### src/rtl/rr_sched_pkg.sv
// Shared types and sizing for the round-robin grant scheduler.
package rr_sched_pkg;

  localparam int NUM_REQ = 8;
  localparam int IDX_W   = 3;

  typedef enum logic [1:0] {
    ST_IDLE    = 2'd0,
    ST_GRANT   = 2'd1,
    ST_RELEASE = 2'd2
  } state_t;

endpackage

### src/rtl/rr_prio_enc8.sv
// Rotating priority encoder: first set request at or above ptr, wrapping 7->0.
module rr_prio_enc8
  import rr_sched_pkg::*;
(
  input  logic [NUM_REQ-1:0] req,
  input  logic [IDX_W-1:0]   ptr,
  output logic [IDX_W-1:0]   idx,
  output logic               found
);

  logic [IDX_W-1:0] cand;

  // Scan from the farthest offset down so the nearest hit to ptr wins last.
  always_comb begin
    idx   = '0;
    found = 1'b0;
    cand  = '0;
    for (int i = NUM_REQ - 1; i >= 0; i--) begin
      cand = ptr + IDX_W'(i);
      if (req[cand]) begin
        idx   = cand;
        found = 1'b1;
      end
    end
  end

endmodule

### src/rtl/rr_grant_scheduler.sv
// Round-robin grant scheduler with registered one-hot/binary grant outputs.
// Optional forced-release tenure limit is enabled by defining RR_TIMEOUT_EN.
//
// state      | meaning
// -----------+-----------------------------------------------------------
// ST_IDLE    | no grant; arbitrate when en=1 and any request is pending
// ST_GRANT   | grant held until rel, holder's request drops, or timeout
// ST_RELEASE | one dead cycle, pointer already advanced past the holder
module rr_grant_scheduler
  import rr_sched_pkg::*;
#(
  parameter int HOLD_MAX = 15,
  parameter int CNT_W    = 4
) (
  input  logic               clk,
  input  logic               rst_n,
  input  logic               en,
  input  logic [NUM_REQ-1:0] req,
  input  logic               rel,
  output logic [NUM_REQ-1:0] gnt_oh,
  output logic [IDX_W-1:0]   gnt_idx,
  output logic               gnt_valid,
  output logic               timeout
);

  if (HOLD_MAX < 1 || HOLD_MAX >= (1 << CNT_W)) begin : g_bad_param
    $error("rr_grant_scheduler: HOLD_MAX must be 1..2**CNT_W-1");
  end

  state_t             state_q, state_d;
  logic [IDX_W-1:0]   ptr_q, ptr_d;
  logic [NUM_REQ-1:0] gnt_oh_q, gnt_oh_d;
  logic [IDX_W-1:0]   gnt_idx_q, gnt_idx_d;
  logic               gnt_valid_q, gnt_valid_d;
  logic [IDX_W-1:0]   sel_idx;
  logic               sel_found;
  logic               hold_expired;

  rr_prio_enc8 u_prio_enc (
    .req   (req),
    .ptr   (ptr_q),
    .idx   (sel_idx),
    .found (sel_found)
  );

  always_comb begin
    state_d     = state_q;
    ptr_d       = ptr_q;
    gnt_oh_d    = gnt_oh_q;
    gnt_idx_d   = gnt_idx_q;
    gnt_valid_d = gnt_valid_q;
    case (state_q)
      ST_IDLE: begin
        if (en && sel_found) begin
          state_d     = ST_GRANT;
          gnt_idx_d   = sel_idx;
          gnt_oh_d    = NUM_REQ'(1) << sel_idx;
          gnt_valid_d = 1'b1;
        end
      end
      ST_GRANT: begin
        // Outputs return to their idle values on the same edge the pointer moves.
        if (rel || !req[gnt_idx_q] || hold_expired) begin
          state_d     = ST_RELEASE;
          ptr_d       = gnt_idx_q + 1'b1;
          gnt_oh_d    = '0;
          gnt_idx_d   = '0;
          gnt_valid_d = 1'b0;
        end
      end
      ST_RELEASE: state_d = ST_IDLE;
      default:    state_d = ST_IDLE;
    endcase
  end

  always_ff @(posedge clk or negedge rst_n) begin
    if (!rst_n) begin
      state_q     <= ST_IDLE;
      ptr_q       <= '0;
      gnt_oh_q    <= '0;
      gnt_idx_q   <= '0;
      gnt_valid_q <= 1'b0;
    end else begin
      state_q     <= state_d;
      ptr_q       <= ptr_d;
      gnt_oh_q    <= gnt_oh_d;
      gnt_idx_q   <= gnt_idx_d;
      gnt_valid_q <= gnt_valid_d;
    end
  end

`ifdef RR_TIMEOUT_EN
  logic [CNT_W-1:0] hold_cnt_q;
  logic             timeout_q;

  // Counter reads 1 during the first GRANT cycle and HOLD_MAX during the last.
  always_ff @(posedge clk or negedge rst_n) begin
    if (!rst_n) begin
      hold_cnt_q <= '0;
      timeout_q  <= 1'b0;
    end else begin
      timeout_q <= hold_expired;
      if (state_d == ST_GRANT)
        hold_cnt_q <= (state_q == ST_GRANT) ? hold_cnt_q + 1'b1 : CNT_W'(1);
      else
        hold_cnt_q <= '0;
    end
  end

  assign hold_expired = (state_q == ST_GRANT) && (hold_cnt_q == CNT_W'(HOLD_MAX));
  assign timeout      = timeout_q;
`else
  assign hold_expired = 1'b0;
  assign timeout      = 1'b0;
`endif

  assign gnt_oh    = gnt_oh_q;
  assign gnt_idx   = gnt_idx_q;
  assign gnt_valid = gnt_valid_q;

endmodule

### config.mk
export PLATFORM = sky130hd
export DESIGN_NAME = rr_grant_scheduler
export DESIGN_NICKNAME = d
export VERILOG_FILES = /design/src/rtl/rr_sched_pkg.sv /design/src/rtl/rr_prio_enc8.sv /design/src/rtl/rr_grant_scheduler.sv
export SDC_FILE = /design/constraint.sdc
export NUM_CORES = 1
export LEC_CHECK = 0
export BUFFER_PORTS_ARGS = -buffer_cell sky130_fd_sc_hd__clkbuf_2
export CAP_MARGIN = 20
export CORE_ASPECT_RATIO = 1.25
export CORE_MARGIN = 1
export CORE_UTILIZATION = 35
export CTS_CLUSTER_DIAMETER = 40
export DETAILED_ROUTE_END_ITERATION = 7
export GPL_ROUTABILITY_DRIVEN = 0
export GPL_TIMING_DRIVEN = 0
export PLACE_DENSITY = 0.65
export SLEW_MARGIN = 10
export SYNTH_ARGS = -nofsm -noshare
export SYNTH_HDL_FRONTEND = slang
export SYNTH_SLANG_ARGS = --single-unit
### constraint.sdc
create_clock -name clk -period 9.6 [get_ports clk]
set_input_delay 1.44 -clock clk [delete_from_list [all_inputs] [get_ports clk]]
set_output_delay 1.44 -clock clk [all_outputs]
set_load 0.005 [all_outputs]
==> impl_metrics.toml, run 1 <==
[run_status]
status = "complete, no violations"

[yosys]
yosys.area.top_type_share_pct = 23.88
yosysSeqAreaShare_pct = 23.88
synth_cell_types = 50
post-synth-top-count-cell = "sky130_fd_sc_hd__dfrtp_1"
dominantRegCellSynth = "sky130_fd_sc_hd__dfrtp_1"
yosysWarningCount = 0
yosys-top-cells-count = "sky130_fd_sc_hd__dfrtp_1, sky130_fd_sc_hd__mux4_2, sky130_fd_sc_hd__mux2i_1"
synth_area_leader_cell = "sky130_fd_sc_hd__dfrtp_1"
syn-cell-area_sq_mm = 0.001782
synthesis.area_per_instance_sq_um = 9.844
synth-edff-count = 0
yosys_register_bits = 17
synthesis.instances = 181
synthTopCellsByArea = "sky130_fd_sc_hd__dfrtp_1, sky130_fd_sc_hd__mux4_2, sky130_fd_sc_hd__mux2i_1"
asyncSetResetFlopFracSynth_pct = 100.0
synth.net_count = 196

[sta]
finalHoldViolations = 0
max_slew.worst_pin.slew_ps = 652.8
timing.fmax_mhz = 279.8
finalWorstPathRequiredPeriod_ps = 3574
rsz0062_at_grt = "no"
tns_ps = 0
skew_ps = 6.981
finalSetupViolCount = 0
min_period_over_period_pct = 37.23
final_max_slew_viol_count = 0
max-slew-margin-rel_pct = 56.41

[clock_network]
holdBufCountCts = 0
path_clk_slew_ps = 70
cts_tree = "yes"
cells_resized_by_post_cts_repair = 0
insertion_delay_ps = 260
cts.path.max_buffers = 2
cts-htree-levels = 1
cts_buffers = 3
cts_post_setup_buffers_inserted = 0
tritoncts_num_sinks = 17
clk_root_buffer_cell = "sky130_fd_sc_hd__clkbuf_8"

[min_path]
worstHoldPathCells = 2
hp-class = "register to register"

[detailed_routing]
drt_iter0_markers = 46
avgViaCountPerCell = 6.004
route.final.wire_length_um = 4647
detail_route.wl_per_cell_um = 17.34
drt_drc_violations_left = 0
route.vias.total = 1609
number_of_nets_with_antenna_violations_after_routing = 0
drt_pre_antenna_iters = 4

[floorplan]
fp.dieArea_sq_mm = 0.005382
overall_die_width_um = 65.82
design.portCount = 25
design.core.area_sq_mm = 0.004800
start_util_pct = 37.12
placement_rows = 28
die_height_um = 81.77

[critical_path]
setup.worst_path.end = "gnt_oh[1]"
crit-reg2reg-launch = "ptr_q[0]"
cp-start-kind = "input port"
reg2reg_depth = 11
worst_r2r_endpoint = "gnt_oh[1]"
worst-path-max-fanout = 10
endpoint_kind = "register"
critical_path_class = "input port to register"
slowest_cell_on_the_critical_path = "sky130_fd_sc_hd__o311ai_2"
setup.reg_to_reg.worst_slack_ps = 6040
critPathLaunch = "req[2]"
max_stage_delay_ps = 630
crit_arrival_ps = 3740
required_ps = 9770
timing.critical_path.cells = "clkbuf_2 > mux4_2 > a21oi_1 > mux2i_1 > o311ai_2 > buf_2 > nand3_1 > o31ai_1"

[layout]
design_area_sq_mm = 0.002018
area_growth_syn_to_layout_pct = 13.27
share_of_cells_above_drive_strength_1_pct = 27.88
layout.nets = 224
antenna_cells_inserted = 0

[global_route]
global_route.overflow_total = 0
grt_pass1_vias = 1565
initial_antenna_violation_count = 0
first_pass_grt_wire_length_um = 7790
grtUsageTotal_pct = 19.12
grt_start_max_net_pins = 18

[job]
drv.max_cap_violation_count = 0

[place]
place_hpwl_um = 3630
dpl_cell_area_sq_mm = 0.001972
io_buffers = 23

[pwr]
power.density_cell_area_mw_per_mm2 = 383.2
finalPower_mw = 0.7734
cellLeakagePower_nw = 0.8562
peakVddDrop_mv = 0.2082
[metal layers]
metal  share of wire (%)  GRT usage, %
met1                  44         25.13
met2                  50         32.55
met3                 3.2        0.4167
met4                 2.4         8.696
met5                   0             0
[cell families (layout without fill, tap and decap cells)]
group           count (synthesis)  in the layout  synth area share [%]
simple gates                   52             52                 15.10
compound gates                 48             48                 19.17
mux                            37             37                 32.37
buf+inv                        19             46                 5.196
flops                          17             17                 23.88
xor+xnor                        4              4                 1.967
fa+ha+maj                       3              3                 2.107
other cells                     1              1                0.2105
[report_power, final]
part           switching, mW  internal (mW)
Sequential            0.0240         0.0996
Combinational          0.339          0.257
Clock                 0.0246         0.0288
Total                  0.388          0.386
[state kept, by name, summed over array words and instances (netlist names)]
signal / count
state_q: 2
gnt_idx: 3
ptr_q: 3
gnt_valid: 1
gnt_oh: 8
[per-stage QoR]
step | util, % | worst slack [ps] | instances | hold WS [ps]
2_1_floorplan | - | 6328 | 181 | 470.7
3_3_place_gp | 41.08 | 5765 | 264 | 464.2
3_5_place_dp | 41.08 | 5770 | 264 | 469.9
4_1_cts | 42.05 | 6046 | 268 | 490.0
5_1_grt | 42.05 | 5852 | 268 | 523.3
6_report | 42.05 | 6026 | 268 | 489.2
[worst max-delay path: cells and delay by family]
kind	cells	cell delay, ps
simple gates	1	110
mux	2	710
buf+inv	2	510
compound gates	3	970
[layout make-up]
| cell class | count | area, sq um |
|---|---|---|
| fillers | 460 | 2781 |
| multi-input cells | 145 | 1264 |
| flip-flops and latches | 17 | 425.4 |
| repair buffers | 23 | 115.1 |
| well taps | 60 | 75.07 |
| plain buffers | 12 | 66.31 |
| clock buffers | 3 | 41.29 |
| inverters | 7 | 26.28 |
| clock inverters | 1 | 5.005 |
[worst min path at each step]
stage / end / from
after floorplan: gnt_valid / gnt_valid
after global placement: gnt_valid / gnt_valid
after detailed placement: gnt_valid / gnt_valid
after CTS: gnt_valid / gnt_valid
after global routing: gnt_valid / gnt_valid
final: gnt_valid / gnt_valid
[cells in the final DEF (no fill, tap or decap), types with 3 or more instances in the layout]
cell type,Yosys,layout
sky130_fd_sc_hd__xor2_1,3,3
sky130_fd_sc_hd__nor2_1,7,7
sky130_fd_sc_hd__clkbuf_8,0,3
sky130_fd_sc_hd__o31ai_1,8,8
sky130_fd_sc_hd__inv_2,3,3
sky130_fd_sc_hd__o22ai_1,4,4
sky130_fd_sc_hd__mux2_1,7,7
sky130_fd_sc_hd__o21ai_1,4,4
sky130_fd_sc_hd__mux4_2,15,15
sky130_fd_sc_hd__nor3_1,4,4
sky130_fd_sc_hd__mux2i_1,13,13
sky130_fd_sc_hd__and3_1,3,3
sky130_fd_sc_hd__a31oi_1,3,3
sky130_fd_sc_hd__nand2_1,12,12
sky130_fd_sc_hd__inv_1,4,4
sky130_fd_sc_hd__a21oi_1,6,6
sky130_fd_sc_hd__dfrtp_1,17,17
sky130_fd_sc_hd__a211oi_1,3,3
sky130_fd_sc_hd__clkbuf_2,0,23
sky130_fd_sc_hd__ha_1,3,3
sky130_fd_sc_hd__buf_2,5,5
sky130_fd_sc_hd__nand3_1,12,12
sky130_fd_sc_hd__o21ai_0,4,4
Power figures use the tool's default switching activity.
==> run 2, diff against run 1 <==
Settings changed: ABC_AREA set to 1.
Clock period 9.6 ns to 3.3 ns, I/O delays scaled along.
==> impl_metrics.toml, run 2 <==
[global_route]
grt_start_max_net_pins = 18
global_route.overflow_total = 0
initial_antenna_violation_count = 0
grtUsageTotal_pct = 15.71
grt_pass1_vias = 1478
first_pass_grt_wire_length_um = 6313

[clock_network]
holdBufCountCts = 0
cts.path.max_buffers = 2
cts-htree-levels = 1
cts_tree = "yes"
tritoncts_num_sinks = 17
cts_post_setup_buffers_inserted = 0
clk_root_buffer_cell = "sky130_fd_sc_hd__clkbuf_8"
insertion_delay_ps = 240
path_clk_slew_ps = 60
cts_buffers = 3
cells_resized_by_post_cts_repair = 0

[floorplan]
overall_die_width_um = 63.40
fp.dieArea_sq_mm = 0.004992
design.core.area_sq_mm = 0.004459
die_height_um = 78.75
placement_rows = 27
start_util_pct = 36.98
design.portCount = 25

[layout]
antenna_cells_inserted = 0
area_growth_syn_to_layout_pct = 14.11
final_cell_mix = "sky130_fd_sc_hd__nand2_1, sky130_fd_sc_hd__nand3_1, sky130_fd_sc_hd__clkbuf_2"
share_of_cells_above_drive_strength_1_pct = 35.83
layout.nets = 270
final_cells = 312
area_taken_by_multi_input_logic_gates_sq_mm = 0.001031
filler_cell_count = 480
utilization_pct = 42.20
layout_commonest_cell = "sky130_fd_sc_hd__nand2_1"
largest_reg_flops = 8
seq_area_sq_um = 425.4

[yosys]
asyncSetResetFlopFracSynth_pct = 100.0
yosys_register_bits = 17
yosysSeqAreaShare_pct = 25.80
synth_cell_types = 33
synthesis.instances = 227
synth.net_count = 242
synthesis.area_per_instance_sq_um = 7.265
yosys-top-cells-count = "sky130_fd_sc_hd__nand2_1, sky130_fd_sc_hd__nand3_1, sky130_fd_sc_hd__nand2_2"
yosys.area.top_type_share_pct = 25.80
syn-cell-area_sq_mm = 0.001649
dominantRegCellSynth = "sky130_fd_sc_hd__dfrtp_1"
synth-edff-count = 0
synthTopCellsByArea = "sky130_fd_sc_hd__dfrtp_1, sky130_fd_sc_hd__nand2_1, sky130_fd_sc_hd__nand3_1"
synth_area_leader_cell = "sky130_fd_sc_hd__dfrtp_1"
post-synth-top-count-cell = "sky130_fd_sc_hd__nand2_1"
yosysWarningCount = 0

[critical_path]
cp-start-kind = "register"
critical_path_class = "register to register"
crit_arrival_ps = 2460
endpoint_kind = "register"
worst-path-max-fanout = 9
required_ps = 3430

[detailed_routing]
number_of_nets_with_antenna_violations_after_routing = 0
drt_pre_antenna_iters = 4
drt_iter0_markers = 66
route.vias.total = 1529
avgViaCountPerCell = 4.901
detail_route.wl_per_cell_um = 11.93
drt_drc_violations_left = 0
route.final.wire_length_um = 3723

[sta]
timing.fmax_mhz = 428.9
post_route_worst_hold_slack_ps = 174.7
tns_ps = 0
finalHoldViolations = 0
max_slew.worst_pin.slew_ps = 532.6
min_period_over_period_pct = 70.65
rsz0062_at_grt = "no"
finalSetupViolCount = 0
final_max_slew_viol_count = 0
skew_ps = 3.870
finalWorstPathRequiredPeriod_ps = 2332
max-slew-margin-rel_pct = 64.42

[place]
io_buffers = 23
place_hpwl_um = 3080
post-place-cells = 308

[run_status]
status = "complete, no violations"

[job]
drv.max_cap_violation_count = 0

[min_path]
hp-class = "input port to asynchronous set/reset pin"
==> run 2: worst paths after layout <==
path / start / slack (ps) / depth (start not counted) / end
min reg2reg: gnt_valid / 480 / 2 / gnt_valid
min: rst_n / 170 / 1 / gnt_oh[6]
max in group asynchronous: rst_n / 2830 / 1 / ptr_q[2]
max: ptr_q[1] / 970 / 20 / gnt_oh[4]
max reg2reg: ptr_q[1] / 970 / 20 / gnt_oh[4]
min in group clk: gnt_valid / 480 / 2 / gnt_valid
==> run 2: per-stage QoR <==
stage                     setup WS, ps  instance area, sq um
final                            968.5                  1882
after global routing             712.6                  1882
after CTS                        968.2                  1882
after detailed placement         988.4                  1837
after global placement            1003                  1837
after floorplan                   1269                  1649
==> run 2: final cells by class <==
cell class,count,area share (%)
plain buffers,7,4.455
clock buffers,4,2.394
inverters,27,5.785
multi-input cells,176,54.79
flip-flops and latches,17,22.61
well taps,58,3.856
repair buffers,23,6.117
==> run 2: kinds of logic (layout without fill, tap and decap cells) <==
group	after synthesis	after routing	synth area share [%]
AO/OA/AOI/OAI	19	19	8.270
XOR/XNOR	1	1	0.5312
adder cells (fa/ha/maj)	3	3	2.276
buffers and inverters	34	61	11.68
flip-flops	17	17	25.80
multiplexers	2	2	1.214
other	1	1	0.2274
AND/OR/NAND/NOR	150	150	50.00
==> run 2: per-layer routing <==
metal,routed length (um),track usage (%),vias up
met5,0,0,-
met4,93,6.591,0
met3,68,0.8621,10
met2,1935,29.89,27
met1,1625,17.83,700
li1,-,-,792
==> run 2: worst max-delay path: stages (launching register included) <==
cell                      delay [ps]
sky130_fd_sc_hd__dfrtp_1         400
sky130_fd_sc_hd__buf_6           150
sky130_fd_sc_hd__inv_6           100
sky130_fd_sc_hd__ha_1            240
sky130_fd_sc_hd__buf_6           140
sky130_fd_sc_hd__inv_2           110
sky130_fd_sc_hd__nand3_1         140
sky130_fd_sc_hd__nand3_2         110
sky130_fd_sc_hd__nand2_2          80
sky130_fd_sc_hd__inv_2            70
sky130_fd_sc_hd__nand2_1          50
sky130_fd_sc_hd__nand2_1          50
sky130_fd_sc_hd__nand2_1          40
sky130_fd_sc_hd__nand2_1          50
sky130_fd_sc_hd__nand2_1          50
sky130_fd_sc_hd__nand2_1          50
sky130_fd_sc_hd__nand2_1          50
sky130_fd_sc_hd__nand2_2         120
sky130_fd_sc_hd__inv_2            80
sky130_fd_sc_hd__nand3_1          80
sky130_fd_sc_hd__nand2_1          60
Power of run 2 is not shown: default switching activity piles up to over one toggle a cycle in this logic, so the estimate is an artifact.
==> run 3, diff against run 2 <==
Settings changed: PLACE_DENSITY 0.65 to 0.67.
Clock period 3.3 ns to 1.97 ns, I/O delays scaled along.
==> impl_metrics.toml, run 3 (synthesized netlist as in run 2, its figures left out) <==
[run_status]
status = "finished, violations left"
failing_checks = "setup timing"

[detailed_routing]
number_of_nets_with_antenna_violations_after_routing = 0
drt_drc_violations_left = 0
route.final.wire_length_um = 4290
drt_pre_antenna_iters = 4
route.vias.total = 1631
detail_route.wl_per_cell_um = 13.04
avgViaCountPerCell = 4.957
drt_iter0_markers = 98

[layout]
share_of_cells_above_drive_strength_1_pct = 45.02
antenna_cells_inserted = 0
layout_commonest_cell = "sky130_fd_sc_hd__nand2_1"
utilization_pct = 48.68
largest_reg_flops = 8
design_area_sq_mm = 0.002171
final_cell_mix = "sky130_fd_sc_hd__nand2_1, sky130_fd_sc_hd__nand3_1, sky130_fd_sc_hd__clkbuf_2"
layout.nets = 287
area_growth_syn_to_layout_pct = 31.64

[sta]
finalWorstPathRequiredPeriod_ps = 2100
final_max_slew_viol_count = 0
post_route_worst_hold_slack_ps = 348.9
min_period_over_period_pct = 106.6
skew_ps = 7.132
finalHoldViolations = 0
finalWorstSetupSlack_ps = -129.8
finalSetupViolCount = 13
timing.fmax_mhz = 476.2
rsz0062_at_grt = "yes"

[clock_network]
cts.path.max_buffers = 2
cts_tree = "yes"
insertion_delay_ps = 250
cts_buffers = 3
tritoncts_num_sinks = 17
clk_root_buffer_cell = "sky130_fd_sc_hd__clkbuf_8"
path_clk_slew_ps = 70
cts-htree-levels = 1

[place]
io_buffers = 23
post-place-ws_ps = -234.0
dpl_cell_area_sq_mm = 0.001864
place_hpwl_um = 3119

[floorplan]
design.portCount = 25
start_util_pct = 36.98
overall_die_width_um = 63.40
placement_rows = 27
die_height_um = 78.75
fp.dieArea_sq_mm = 0.004992
design.core.area_sq_mm = 0.004459

[min_path]
hp-class = "input port to register"
timing.hold.worst.start = "rel"

[critical_path]
path_delay_family = "simple AND/OR/NAND/NOR gates"
critical_path_class = "register to register"
critPathLaunch = "ptr_q[1]"
critical_path.n_buffers_inverters = 5
slowest_cell_on_the_critical_path = "sky130_fd_sc_hd__dfrtp_1"
cp-start-kind = "register"
worst-path-max-fanout = 6
required_ps = 2160
critical_path.most_common_cell = "sky130_fd_sc_hd__nand2_2"
crit-reg2reg-launch = "ptr_q[1]"
crit_arrival_ps = 2290
timing.critical_path.cells = "buf_6 > inv_8 > ha_4 > inv_6 > nand3_4 > nand3_2 > nand2_2 > inv_2 > nand4_1 > nor2_1 > nand2_2 > nand2_4 > buf_12 > a21oi_4 > nand3_1 > nand2_1"
max_stage_delay_ps = 370
endpoint_kind = "register"

[global_route]
grt_pass1_vias = 1635
grt_start_max_net_pins = 18
grtUsageTotal_pct = 17.76
first_pass_grt_wire_length_um = 7079
initial_antenna_violation_count = 0
global_route.overflow_total = 0

[job]
drv.max_cap_violation_count = 0
[run 3: cell count changes in the layout (fill, tap and decap cells not counted), moves of 4 or more]
cell                      delta
sky130_fd_sc_hd__nand3_4     +5
sky130_fd_sc_hd__nand2_1     -4
sky130_fd_sc_hd__nand3_1     -7
sky130_fd_sc_hd__buf_4      +15
[run 3: per-layer routing]
metal,up-vias,routed length [um],track usage [%]
li1,827,-,-
met1,727,1771,19.64
met2,61,2217,32.34
met3,16,160,1.724
met4,0,140,10.68
met5,-,0,0
[run 3: final cells by class]
cell class	instances	area (sq um)
plain buffers	6	72.57
clock buffers	4	45.04
multi-input cells	176	1140
inverters	27	123.9
fillers	462	2288
well taps	58	72.57
repair buffers	41	290.3
flip-flops and latches	17	426.7
[run 3: worst paths after layout]
kind,to,slack [ps],cells after the start
worst max-delay path,gnt_oh[2],-130,16
worst min-delay path,state_q[0],350,3
worst max register to register,gnt_oh[2],-130,16
worst min register to register,gnt_valid,480,2
max in group asynchronous,ptr_q[0],1130,2
min in group asynchronous,gnt_oh[5],510,2
[run 3: metrics by stage]
| stage | TNS [ps] | std cells |
|---|---|---|
| 6_report | -1147 | 329 |
| 5_1_grt | -3311 | 329 |
| 4_1_cts | -387.8 | 328 |
| 3_5_place_dp | -2612 | 308 |
| 3_3_place_gp | -2487 | 308 |
| 2_1_floorplan | 0 | 227 |
[run 3: worst register-to-register path: cells and delay by family, from the launching register on]
| kind | cells | cell delay (ps) |
|---|---|---|
| adders and majority gates | 1 | 330 |
| DFF | 1 | 370 |
| buffers and inverters | 5 | 440 |
| and+or+nand+nor | 9 | 750 |
| AOI/OAI and AO/OA | 1 | 150 |
[run 3: what timing repair did]
| item | in CTS | in global routing |
|---|---|---|
| gates cloned | 1 | 0 |
| hold buffers | 1 | 0 |
| pin swaps | 9 | 4 |
| hold endpoints to repair | 17 | 0 |
| endpoints found under the setup margin | 13 | 13 |
| resized for setup | 13 | 10 |
| setup buffers | 15 | 1 |
Power of run 3 is left out for the same reason.
